==> src/rtl/cover_toggle_collector_pkg.sv <==
// Shared cover-index constants, the cover index type and the popcount helper
// used by the toggle-coverage collectors.
package cover_pkg;

  localparam int COVER_TOTAL = 38253;
  localparam int COVER_IDX_W = 16;

  typedef logic [COVER_IDX_W-1:0] cover_idx_t;

  function automatic logic [6:0] popcount(input logic [63:0] v);
    logic [6:0] n;
    n = '0;
    for (int i = 0; i < 64; i++) begin
      n = n + {6'd0, v[i]};
    end
    return n;
  endfunction

endpackage

==> src/rtl/cover_toggle_collector_fifo.sv <==
// Report FIFO: registered head, push visible the cycle after the write, no bypass.
// Push while full only succeeds together with a pop; clear empties it and wins over push/pop.
module cover_report_fifo #(
  parameter int DEPTH = 8,
  parameter int DW    = 16
) (
  input  logic                       clock,
  input  logic                       reset_n,
  input  logic                       clear,
  input  logic                       push,
  input  logic [DW-1:0]              push_data,
  input  logic                       pop,
  output logic [DW-1:0]              pop_data,
  output logic                       full,
  output logic                       empty,
  output logic [$clog2(DEPTH+1)-1:0] count
);

  localparam int AW = (DEPTH > 1) ? $clog2(DEPTH) : 1;
  localparam int CW = $clog2(DEPTH + 1);

  logic [DW-1:0] mem [DEPTH];
  logic [AW-1:0] wptr;
  logic [AW-1:0] rptr;
  logic          do_push;
  logic          do_pop;

  assign full     = (count == CW'(DEPTH));
  assign empty    = (count == '0);
  assign do_pop   = pop && !empty;
  assign do_push  = push && (!full || do_pop);
  assign pop_data = mem[rptr];

  // Pointers wrap naturally because DEPTH is a power of two; count separates full from empty.
  always_ff @(posedge clock or negedge reset_n) begin
    if (!reset_n) begin
      wptr  <= '0;
      rptr  <= '0;
      count <= '0;
      for (int i = 0; i < DEPTH; i++) begin
        mem[i] <= '0;
      end
    end else if (clear) begin
      wptr  <= '0;
      rptr  <= '0;
      count <= '0;
    end else begin
      if (do_push) begin
        mem[wptr] <= push_data;
        wptr      <= wptr + AW'(1);
      end
      if (do_pop) begin
        rptr <= rptr + AW'(1);
      end
      case ({do_push, do_pop})
        2'b10:   count <= count + CW'(1);
        2'b01:   count <= count - CW'(1);
        default: count <= count;
      endcase
    end
  end

endmodule

==> src/rtl/cover_toggle_collector.sv <==
// Sticky toggle-coverage collector: streams each newly hit bit's global index once,
// lowest pending bit first, 2-cycle minimum latency; full FIFO parks bits in pending, valid never stalls.
module cover_toggle_collector
  import cover_pkg::*;
#(
  parameter int WIDTH       = 21,
  parameter int COVER_INDEX = 0,
  parameter int IDX_W       = COVER_IDX_W,
  parameter int FIFO_DEPTH  = 8
) (
  input  logic                       clock,
  input  logic                       reset_n,
  input  logic [WIDTH-1:0]           valid,
  input  logic                       clear,
  output logic                       out_valid,
  input  logic                       out_ready,
  output logic [IDX_W-1:0]           out_index,
  output logic [$clog2(WIDTH+1)-1:0] hit_count,
  output logic                       all_covered
);

  localparam int CW   = $clog2(WIDTH + 1);
  localparam int SW   = (WIDTH > 1) ? $clog2(WIDTH) : 1;
  localparam int FCW  = $clog2(FIFO_DEPTH + 1);

  if (WIDTH < 1 || WIDTH > 64) begin : g_bad_width
    $error("cover_toggle_collector: WIDTH must be within 1..64");
  end
  if (longint'(COVER_INDEX) + longint'(WIDTH) - 1 >= (longint'(1) << IDX_W)) begin : g_bad_index
    $error("cover_toggle_collector: COVER_INDEX+WIDTH-1 does not fit in IDX_W bits");
  end
  if (FIFO_DEPTH < 2 || (FIFO_DEPTH & (FIFO_DEPTH - 1)) != 0) begin : g_bad_depth
    $error("cover_toggle_collector: FIFO_DEPTH must be a power of two >= 2");
  end

  logic [WIDTH-1:0] hit;
  logic [WIDTH-1:0] pending;
  logic [WIDTH-1:0] new_bits;
  logic [WIDTH-1:0] pend_clr;
  logic [SW-1:0]    sel;
  logic [CW-1:0]    hc_next;
  logic             can_accept;
  logic             push;
  logic [IDX_W-1:0] push_data;
  logic             fifo_full;
  logic             fifo_empty;
  logic [FCW-1:0]   fifo_count;

  assign new_bits = valid & ~hit;
  assign hc_next  = hit_count + CW'(popcount(64'(new_bits)));

  // Lowest set pending bit wins, so simultaneous hits report in ascending order.
  always_comb begin
    sel = '0;
    for (int i = WIDTH - 1; i >= 0; i--) begin
      if (pending[i]) sel = SW'(i);
    end
  end

  assign out_valid  = !fifo_empty;
  assign can_accept = !fifo_full || (out_valid && out_ready);
  assign push       = (pending != '0) && can_accept;
  assign push_data  = IDX_W'(COVER_INDEX) + IDX_W'(sel);

  always_comb begin
    pend_clr = '0;
    if (push) pend_clr[sel] = 1'b1;
  end

  always_ff @(posedge clock or negedge reset_n) begin
    if (!reset_n) begin
      hit         <= '0;
      pending     <= '0;
      hit_count   <= '0;
      all_covered <= 1'b0;
    end else if (clear) begin
      hit         <= '0;
      pending     <= '0;
      hit_count   <= '0;
      all_covered <= 1'b0;
    end else begin
      hit         <= hit | valid;
      pending     <= (pending & ~pend_clr) | new_bits;
      hit_count   <= hc_next;
      all_covered <= (hc_next == CW'(WIDTH));
    end
  end

  cover_report_fifo #(
    .DEPTH (FIFO_DEPTH),
    .DW    (IDX_W)
  ) u_fifo (
    .clock     (clock),
    .reset_n   (reset_n),
    .clear     (clear),
    .push      (push),
    .push_data (push_data),
    .pop       (out_ready),
    .pop_data  (out_index),
    .full      (fifo_full),
    .empty     (fifo_empty),
    .count     (fifo_count)
  );

  a_fifo_count_bound: assert property (@(posedge clock) disable iff (!reset_n)
    fifo_count <= FCW'(FIFO_DEPTH));

endmodule

==> config.mk <==
export PLATFORM = sky130hd
export DESIGN_NAME = cover_toggle_collector
export DESIGN_NICKNAME = d
export VERILOG_FILES = /design/src/rtl/cover_toggle_collector_pkg.sv /design/src/rtl/cover_toggle_collector_fifo.sv /design/src/rtl/cover_toggle_collector.sv
export SDC_FILE = /design/constraint.sdc
export NUM_CORES = 1
export LEC_CHECK = 0
export CAP_MARGIN = 5
export CORE_MARGIN = 2
export CORE_UTILIZATION = 55
export DETAILED_ROUTE_END_ITERATION = 7
export DONT_BUFFER_PORTS = 1
export GPL_ROUTABILITY_DRIVEN = 0
export PLACE_DENSITY = 0.81
export SLEW_MARGIN = 20
export SYNTH_ARGS = -nofsm -noshare
export SYNTH_HDL_FRONTEND = slang
export SYNTH_SLANG_ARGS = --single-unit
==> constraint.sdc <==
create_clock -name clock -period 5.84 [get_ports clock]
set_clock_uncertainty 0.15 [all_clocks]
set_input_delay 1.46 -clock clock [delete_from_list [all_inputs] [get_ports clock]]
set_output_delay 1.46 -clock clock [all_outputs]
set_load 0.1 [all_outputs]
==> out/qor.yml <==
status:
  outcome: "finished, final reports clean"
placed_design:
  port_buffers: 0
  hpwl_mm: 7.86
  dp_cells: 608
  dpl_cell_area_sq_um: 5580
clock_network:
  h-tree-depth: 3
  post_cts_resize_count: 0
  cts_tree: "yes"
  cts-root-buf: "clkbuf_8"
  post_cts_buffers: 0
  clk_latency_ns: 0.38
  hold_buffers: 0
  clkSlewWorstSetupHoldPaths_ns: 0.09
  cts_buffer_depth: 2
  numCtsBuffers: 9
  clkSinkCount: 98
yosys:
  ys_seq_area_share_pct: 44.8
  synthFlopType: "dfrtp_1"
  syn-cell-area_sq_um: 5470
  synth_edf_count: 0
  ys_warn_count: 0
  synth_top_area_cell: "dfrtp_1"
  avgSynthCellArea_sq_um: 11.3
  synth_cell_types: 59
  synth_cells: 485
  synth_common_cells: "dfrtp_1 (98), nor2_1 (95), mux2_2 (41)"
  yosys.area.top_type_share_pct: 44.8
  synth_seq_cells: 98
  async_reset_ff_share_pct: 100
  synth.most_common_cell: "dfrtp_1"
  synth_area_leaders: "dfrtp_1 (45%), mux2_2 (8.4%), nor2_1 (6.5%)"
finish:
  finalNonFillerCells: 623
  n_antenna_cell: 0
  design_area_sq_um: 5770
  finish.net_count: 542
  final_util_pct: 59.3
  syn_to_final_growth_pct: 5.49
  n_fill_cell: 762
  layout-drive-gt1-share_pct: 19.8
floorplanning:
  io_pins: 48
  start_util_pct: 56.2
  dieWidth_um: 104
  coreArea_sq_um: 9730
  die_h_um: 104
  die_area_sq_um: 10800
  rows: 36
worst_setup_path:
  reg2reg_to: "all_covered$_DFF_PN0_"
  reg2reg_depth: 17
  end_kind: "flop"
  r2r-start: "hit[10]$_DFF_PN0_"
  path_max_fanout: 2
  startpoint_type: "input pin"
  worst_ep_arrival_time_ns: 5.69
  required_ns: 5.97
  regToRegSetupSlack_ns: 0.97
  crit_type: "input pin to flop"
drt:
  drtAntennaViolNets: 0
  vias_per_cell: 5.81
  drc_errors: 0
  drt_iter0_drc: 325
  wl_mm: 11.0
  dr.pass1.iters: 4
  vias: 3619
  wl_per_cell_um: 17.6
grt:
  grt_pass1_wl_mm: 18.6
  grt-ovfl-total: 0
  gr-usage-all-layers_pct: 21.8
  grt_pass1_vias: 3796
  grt_start_max_net_pins: 99
  antenna_found_initial: 0
timing:
  drv_slew: 0
  hold_viol_final: 0
  setup_viol: 0
  max_freq_ghz: 0.180
  tightest_slew_ns: 0.928
  period_needed_ns: 5.56
  fin_crit_sh_pct: 95.2
  rsz0062_at_grt: "false"
  maxSlewHeadroom_pct: 38.1
  holdWs_ns: 0.349
min_path:
  hold_path.class: "flop to flop"
  holdPathStages: 2
  hp-start: "hit[15]$_DFF_PN0_"
  min_to: "hit[15]$_DFF_PN0_"
power_and_ir_drop:
  ir_drop_mv: 0.578
  powerDensity_nw_per_um2: 461
  p_leak_nw: 2.72
run:
  maxCapViolCount: 0
==> power breakdown <==
group	switching [W]	leakage (nW)	internal, W
Clock	0.000238	0.0958	0.000209
Sequential	0.000183	1.28	0.000803
Combinational	0.000720	1.34	0.000506
==> cells by family after synthesis <==
family	count (synthesis)	synth area share, %
and+or+nand+nor	174	17.4
DFF	98	44.8
muxes	59	14.5
AOI/OAI and AO/OA	57	7.50
buffers and inverters	56	4.85
adders and majority gates	31	9.42
xor gates and xnor gates	9	1.44
other	1	0.0685
==> flip-flops by register name, summed over array words and instances, names as in the netlist <==
| name | cells |
|---|---|
| u_fifo.mem | 40 |
| hit | 21 |
| pending | 21 |
| hit_count | 5 |
| u_fifo.count | 4 |
| u_fifo.rptr | 3 |
| u_fifo.wptr | 3 |
| all_covered | 1 |
==> layout by cell type, fill, tap and decap left out, types with 4 or more instances in the layout <==
cell | netlist | layout
mux2_2 | 41 | 41
xnor2_1 | 4 | 4
mux2_4 | 5 | 5
fa_1 | 17 | 17
nor2_1 | 95 | 94
clkbuf_8 | 0 | 10
a211oi_1 | 6 | 6
mux4_2 | 10 | 10
dfrtp_1 | 98 | 98
buf_4 | 12 | 7
a21oi_1 | 11 | 11
nor2b_1 | 23 | 21
a21o_1 | 4 | 4
nor3_1 | 7 | 7
nand2b_1 | 8 | 8
ha_1 | 14 | 14
nand2_1 | 4 | 4
conb_1 | 1 | 11
a311oi_1 | 11 | 11
xor2_1 | 5 | 5
inv_1 | 29 | 29
o21ai_0 | 6 | 6
==> area by class of cell <==
type | instances | area (sq um) | share of cell area [%]
flip-flops and latches | 98 | 2450 | 42.5
inverters | 29 | 109 | 1.89
well taps | 133 | 166 | 2.88
repair buffers | 7 | 52.6 | 0.910
multi-input cells | 341 | 2800 | 48.5
clock buffers | 11 | 141 | 2.45
clock inverters | 4 | 51.3 | 0.889
==> routing by layer <==
metal  track usage (%)  up-vias  wire, um
li1                  -     1675         -
met1              28.5     1800      4720
met2              35.0      123      5360
met3              5.03       21       628
met4              9.65        0       246
met5                 0        -         0
==> stage by stage <==
stage	setup slack, ns	power [W]	setup TNS [ns]
4_1_cts	0.269	0.00267	0
3_3_place_gp	-0.0171	0.00216	-0.0171
6_report	0.279	0.00266	0
5_1_grt	0.0999	0.00285	0
3_5_place_dp	-0.138	0.00222	-0.138
2_1_floorplan	0.0503	0.00199	0
==> how the worst max path moves through the flow <==
stage | from | to | slack [ns]
6_report | valid[10] | all_covered$_DFF_PN0_ | 0.28
5_1_grt | valid[10] | all_covered$_DFF_PN0_ | 0.1
4_1_cts | valid[10] | all_covered$_DFF_PN0_ | 0.27
3_5_place_dp | valid[10] | all_covered$_DFF_PN0_ | -0.14
3_3_place_gp | valid[10] | all_covered$_DFF_PN0_ | -0.02
2_1_floorplan | valid[10] | all_covered$_DFF_PN0_ | 0.05
==> critical path, stage by stage <==
cell,delay (ns)
nor2b_2,0.15
inv_1,0.07
fa_1,0.55
inv_1,0.06
fa_1,0.50
inv_1,0.05
fa_1,0.50
fa_1,0.44
fa_1,0.55
inv_1,0.05
ha_1,0.22
fa_1,0.39
a21o_1,0.17
a21oi_1,0.18
xnor2_1,0.13
nor2_1,0.07
and3_1,0.16
(Power assumes the default switching activity.)
